**config.mk**
```make
export PLATFORM = sky130hd
export DESIGN_NAME = ecc_decode_stage
export DESIGN_NICKNAME = d
export VERILOG_FILES = /design/src/rtl/ecc_decode_stage.sv
export SDC_FILE = /design/constraint.sdc
export NUM_CORES = 1
export LEC_CHECK = 0
export BUFFER_PORTS_ARGS = -buffer_cell sky130_fd_sc_hd__buf_4
export CORE_UTILIZATION = 30
export DETAILED_ROUTE_END_ITERATION = 6
export MAX_ROUTING_LAYER = met4
export PLACE_DENSITY = 0.61
export SLEW_MARGIN = 20
export SYNTH_ARGS = -nofsm -noshare
export SYNTH_HDL_FRONTEND = slang
export SYNTH_SLANG_ARGS = --single-unit
```
**constraint.sdc**
```tcl
create_clock -name clk_i -period 4.9 [get_ports clk_i]
set_input_delay 1.47 -clock clk_i [delete_from_list [all_inputs] [get_ports clk_i]]
set_output_delay 1.47 -clock clk_i [all_outputs]
set_load 0.02 [all_outputs]
```
**src/rtl/ecc_decode_stage.sv**
```systemverilog
`default_nettype none
// ---------------------------------------------------------------------------
// ecc_decode_stage : registered SECDED decoder with saturating error counters
// Revision 1.0
// ---------------------------------------------------------------------------
module ecc_decode_stage #(
  parameter  int DataWidth = 64,
  parameter  int CntWidth  = 16,
  localparam int ParWidth  = (DataWidth <= 1)   ? 2 :
                             (DataWidth <= 4)   ? 3 :
                             (DataWidth <= 11)  ? 4 :
                             (DataWidth <= 26)  ? 5 :
                             (DataWidth <= 57)  ? 6 :
                             (DataWidth <= 120) ? 7 :
                             (DataWidth <= 247) ? 8 :
                             (DataWidth <= 502) ? 9 : 10,
  localparam int CwWidth   = DataWidth + ParWidth,
  localparam int EncWidth  = CwWidth + 1
) (
  input  logic                 clk_i,
  input  logic                 rst_i,
  input  logic                 in_valid_i,
  output logic                 in_ready_o,
  input  logic [EncWidth-1:0]  in_data_i,
  output logic                 out_valid_o,
  input  logic                 out_ready_i,
  output logic [DataWidth-1:0] out_data_o,
  output logic                 out_single_err_o,
  output logic                 out_double_err_o,
  output logic [ParWidth-1:0]  out_syndrome_o,
  input  logic                 cnt_clear_i,
  output logic [CntWidth-1:0]  single_cnt_o,
  output logic [CntWidth-1:0]  double_cnt_o
);

  localparam logic [CntWidth-1:0] CntMax = '1;

  logic [CwWidth-1:0]   cw;
  logic [CwWidth-1:0]   cw_fix;
  logic [ParWidth-1:0]  syn;
  logic                 par_all;
  logic                 is_single;
  logic                 is_double;
  logic [DataWidth-1:0] dec_data;
  logic                 in_fire;

  logic                 valid_q,  valid_d;
  logic [DataWidth-1:0] data_q,   data_d;
  logic                 single_q, single_d;
  logic                 double_q, double_d;
  logic [ParWidth-1:0]  syn_q,    syn_d;
  logic [CntWidth-1:0]  scnt_q,   scnt_d;
  logic [CntWidth-1:0]  dcnt_q,   dcnt_d;

  always_comb begin
    int j;
    cw       = in_data_i[CwWidth-1:0];
    syn      = '0;
    cw_fix   = cw;
    dec_data = '0;
    j        = 0;
    for (int k = 1; k <= CwWidth; k++) begin
      if (cw[k-1]) syn = syn ^ ParWidth'(k);
    end
    par_all   = ^in_data_i;
    // Syndromes beyond the code word length cannot come from one flipped bit.
    is_single = par_all && (int'(syn) <= CwWidth);
    is_double = ((syn != '0) && !par_all) || (par_all && (int'(syn) > CwWidth));
    for (int k = 1; k <= CwWidth; k++) begin
      if (is_single && (int'(syn) == k)) cw_fix[k-1] = ~cw[k-1];
    end
    for (int k = 1; k <= CwWidth; k++) begin
      if ((k & (k - 1)) != 0) begin
        dec_data[j] = cw_fix[k-1];
        j = j + 1;
      end
    end
  end

  assign in_ready_o = !valid_q || out_ready_i;
  assign in_fire    = in_valid_i && in_ready_o;

  always_comb begin
    valid_d  = valid_q;
    data_d   = data_q;
    single_d = single_q;
    double_d = double_q;
    syn_d    = syn_q;
    scnt_d   = scnt_q;
    dcnt_d   = dcnt_q;
    if (in_fire) begin
      valid_d  = 1'b1;
      data_d   = dec_data;
      single_d = is_single;
      double_d = is_double;
      syn_d    = syn;
    end else if (out_ready_i) begin
      valid_d  = 1'b0;
    end
    if (cnt_clear_i) begin
      scnt_d = '0;
      dcnt_d = '0;
    end else if (in_fire) begin
      if (is_single && (scnt_q != CntMax)) scnt_d = scnt_q + 1'b1;
      if (is_double && (dcnt_q != CntMax)) dcnt_d = dcnt_q + 1'b1;
    end
  end

  always_ff @(posedge clk_i) begin
    if (rst_i) begin
      valid_q  <= 1'b0;
      data_q   <= '0;
      single_q <= 1'b0;
      double_q <= 1'b0;
      syn_q    <= '0;
      scnt_q   <= '0;
      dcnt_q   <= '0;
    end else begin
      valid_q  <= valid_d;
      data_q   <= data_d;
      single_q <= single_d;
      double_q <= double_d;
      syn_q    <= syn_d;
      scnt_q   <= scnt_d;
      dcnt_q   <= dcnt_d;
    end
  end

  assign out_valid_o      = valid_q;
  assign out_data_o       = data_q;
  assign out_single_err_o = valid_q & single_q;
  assign out_double_err_o = valid_q & double_q;
  assign out_syndrome_o   = valid_q ? syn_q : '0;
  assign single_cnt_o     = scnt_q;
  assign double_cnt_o     = dcnt_q;

endmodule
`default_nettype wire
```
==> results.md <==
Cells and area:
- The layout has 2118 filler cells.
- The layout overhead on the synthesized area is 32.1%.
- The library cells used most frequently in the layout, excluding fill and tap cells, are buf_4 (213), nor2_1 (121), xnor2_1 (120).
- The repair_antennas step left the layout with diodes totalling 0.
- Leaving out fill and tap cells, the most frequent cell in the layout is buf_4.
- After the last flow step, the layout net total stands at 1007.
- The layout cell share with drive strength beyond 1 is 25.2%.

Clocking:
- After clock tree synthesis, the repair step resized 0 gates.
- Counting every sink on the clock net gives 106.
- The insertion delay of the later-clocked pin in the worst-skew pair is 0.36 ns.
- Post-CTS timing repair inserted 0 buffers for setup.
- The number of buffers between clock root and the deepest sink is 2.
- The root buffer cell is clkbuf_16.
- The H-tree depth reported by CTS is 3.
- Buffers inserted to repair hold after CTS numbered 0.
- The clock-pin transition on the worst setup and hold timing paths is 0.07 ns.
- TritonCTS built the clock tree.
- The CTS buffer count is 9.

Worst setup path:
- The startpoint type of the worst setup path is an input port.
- The largest individual stage delay along the critical path comes from the cell or4_1.
- The critical path capture point type is a flip-flop.
- STA puts the critical path data required time at 5.18 ns.
- The arrival time at the worst endpoint is 4.80 ns.
- Walking the worst path, the cells encountered are buf_4 > xnor2_2 > xnor3_1 > xor3_1 > xnor3_1 > xnor3_2 > o21a_1 > a31o_1 > buf_12 > or4_1 > a21oi_1.
- The maximum fanout along the worst path is 33.
- The critical path is of the input port to flip-flop type.
- The delay of the slowest critical-path stage is 0.50 ns.
- The flop-to-flop setup slack is 2.10 ns.
- Among the stages of the critical path, the cell type that occurs most often is xnor3_1.

Logic synthesis:
- In this run the cell area of the synthesized design comes to 0.00660 mm^2.
- The netlist uses 41 different library cells.
- The cell accounting for the most synthesized area is dfxtp_1.
- After synthesis the netlist holds a flip-flop and latch count of 106.
- After synthesis, the cell types taking the most area are dfxtp_1 (32%), xnor2_1 (16%), xnor3_1 (9.6%).
- The count of synthesis-stage warnings from yosys is 0.
- After synthesis, the mean cell area works out to 8.82 um^2.
- The share of synthesized area in the top cell type comes to 32.2%.
- Synthesis handed over a netlist of 748 instances.
- Counting every net in the synthesized netlist gives 827.
- The share of synthesized area occupied by flip-flops and latches is 32.2%.

Run:
- Across the run, the number of max-cap violations was 0.

STA:
- The setup-violating endpoint count in the final report is 0.
- The clock arrives with 0.00504 ns of skew.
- Setup repair after global routing left no endpoint under its margin.
- For this run, the top clock speed supported by timing is 221 MHz.
- The final critical path takes up 92.3% of the cycle.
- The post-layout minimum cycle time is 4.52 ns.
- The final count of pins violating max slew is 0.
- Setup total negative slack on the finished layout was measured at 0 ns.
- The final-report hold violation count came to 0.
- The worst slack on hold paths is 0.468 ns.
- At the pin with the least slew margin, the transition time is 0.955 ns.
- Headroom to the max-slew limit came out at 35.8%.

Floorplanning:
- The die outline width is 150 um.
- The floorplan die height is 150 um.
- The full die area is 0.0226 mm^2.
- After floorplanning, the core was sized to cover 0.0213 mm^2.
- The starting density of the core is 31.0%.
- The top-level port count is 184.
- The floorplan has 53 rows.

Worst hold path:
- The type of the worst min-delay path is flip-flop to flip-flop.

GRT:
- Entering global routing, the biggest net connects 88 pins.
- The wire length of the first global-routing pass is 31900 um.
- For this run, global-route usage on met3 was measured as 3.30%.
- The overall track demand over capacity in global routing is 19.7%.
- Global routing used 29.6% of the available met2 tracks.
- The via count of the first global-routing pass was 5477.
- In this run the most used layer during global routing was met2.
- The leftover overflow at the end of global routing is 0.
- For this run, global-route usage on met1 was measured as 26.6%.
- The initial antenna violation count is 0.

Route:
- The count of routing violations after the opening detailed-route iteration is 338.
- The total vias in the final route is 6103.
- In the routed layout, each cell is associated on average with a via count of 5.05.
- For this run, the detailed router's first-pass iteration total came to 5.
- After detailed routing, the total wire length is 21600 um.
- The routed wire length per instance is 17.9 um.
- In the routed design, unresolved DRC markers number 0.
- The detail route stage leaves a number of antenna-violating nets equal to 0.

Power and ir drop:
- The areal power density over the cells is 544 mW/mm^2.
- The static leakage is 0.00341 uW.
- The total power after layout is 4740 uW.
- VDD sags by at most 408 uV.

Place:
- At the end of routability-driven placement, the weighted congestion stood at 0.891.
- The number of buffer cells added on primary ports is 183.
- The estimated wirelength of the detail-placed design is 16700 um.

Outcome:
- The run finished with clean final reports.
[state kept, by name, summed over array words and instances (netlist names)]
name and cells:
double_cnt_o 16, double_q 1, out_data_o 64, out_valid_o 1
single_cnt_o 16, single_q 1, syn_q 7
[per-layer routing]
| metal | vias up | wire length [um] |
|---|---|---|
| met5 | - | 0 |
| met4 | 0 | 403 |
| met3 | 25 | 1550 |
| met2 | 237 | 9730 |
| met1 | 2812 | 9940 |
| li1 | 3029 | - |
[worst max-delay path: cells and delay by family]
kind / cells / cell delay [ns]
buf+inv: 2 / 0.30
simple gates: 1 / 0.50
xor+xnor: 5 / 2.02
compound gates: 3 / 0.52
[kinds of logic (layout without fill, tap and decap cells)]
kind of cell	after synthesis	count (layout)	synth area share, %
and+or+nand+nor	270	270	19.8
xor gates and xnor gates	164	164	28.4
AOI/OAI and AO/OA	152	152	15.8
DFF	106	106	32.2
buffers and inverters	52	237	3.13
adders and majority gates	2	2	0.379
muxes	2	2	0.304
[where the power goes]
part           switching (uW)  leakage [uW]  internal [uW]
Sequential               66.5      0.000872            942
Combinational            1680       0.00237           1200
Clock                     349      0.000166            498
[synth_stat cells]
master / number
a311oi_1: 35
buf_1: 1
nand3_1: 26
nor2b_1: 2
and2_1: 13
or2_2: 3
nor2_1: 121
nand4_1: 2
nand2b_1: 5
xnor3_1: 28
and3_1: 6
a31o_1: 1
or3_1: 39
mux2i_1: 2
xnor2_1: 120
a211oi_1: 32
clkbuf_1: 40
a31oi_1: 1
xor3_1: 2
o41ai_1: 2
o211ai_1: 1
a22o_1: 4
nand2_1: 24
nor4_1: 4
ha_1: 2
or4_1: 12
buf_2: 3
inv_1: 7
dfxtp_1: 106
buf_6: 1
or4b_1: 2
o31ai_1: 12
xnor2_2: 1
nor3_1: 10
nor3b_1: 1
a21oi_1: 20
xnor3_2: 1
o21ai_0: 40
o2bb2ai_1: 1
o21a_1: 3
xor2_1: 12
[worst paths after layout]
| kind | startpoint | endpoint | depth (start not counted) |
|---|---|---|---|
| max | in_data_i[26] | double_cnt_o[11] | 11 |
| min | single_q | single_q | 2 |
| max reg2reg | double_cnt_o[0] | double_cnt_o[4] | 8 |
| min reg2reg | single_q | single_q | 2 |
[stage by stage]
stage                     worst slack (ns)  instances  instance area, um^2  util (%)
after floorplan                      0.431        748                 6600         -
after global placement               0.111       1192                 8380      39.4
after detailed placement            0.0173       1192                 8380      39.4
after CTS                            0.391       1208                 8720      40.9
after global routing                 0.211       1208                 8720      40.9
final                                0.376       1208                 8720      40.9
[final cells by class]
cell class              instances  area, um^2  share of cell area, %
well taps                     275         344                   3.95
inverters                       7        26.3                  0.301
multi-input cells             590        4270                   49.0
clock buffers                  10         229                   2.63
flip-flops and latches        106        2120                   24.3
repair buffers                214        1620                   18.6
clock inverters                 6         105                   1.21
No activity file was read; power rests on OpenSTA's default activity.
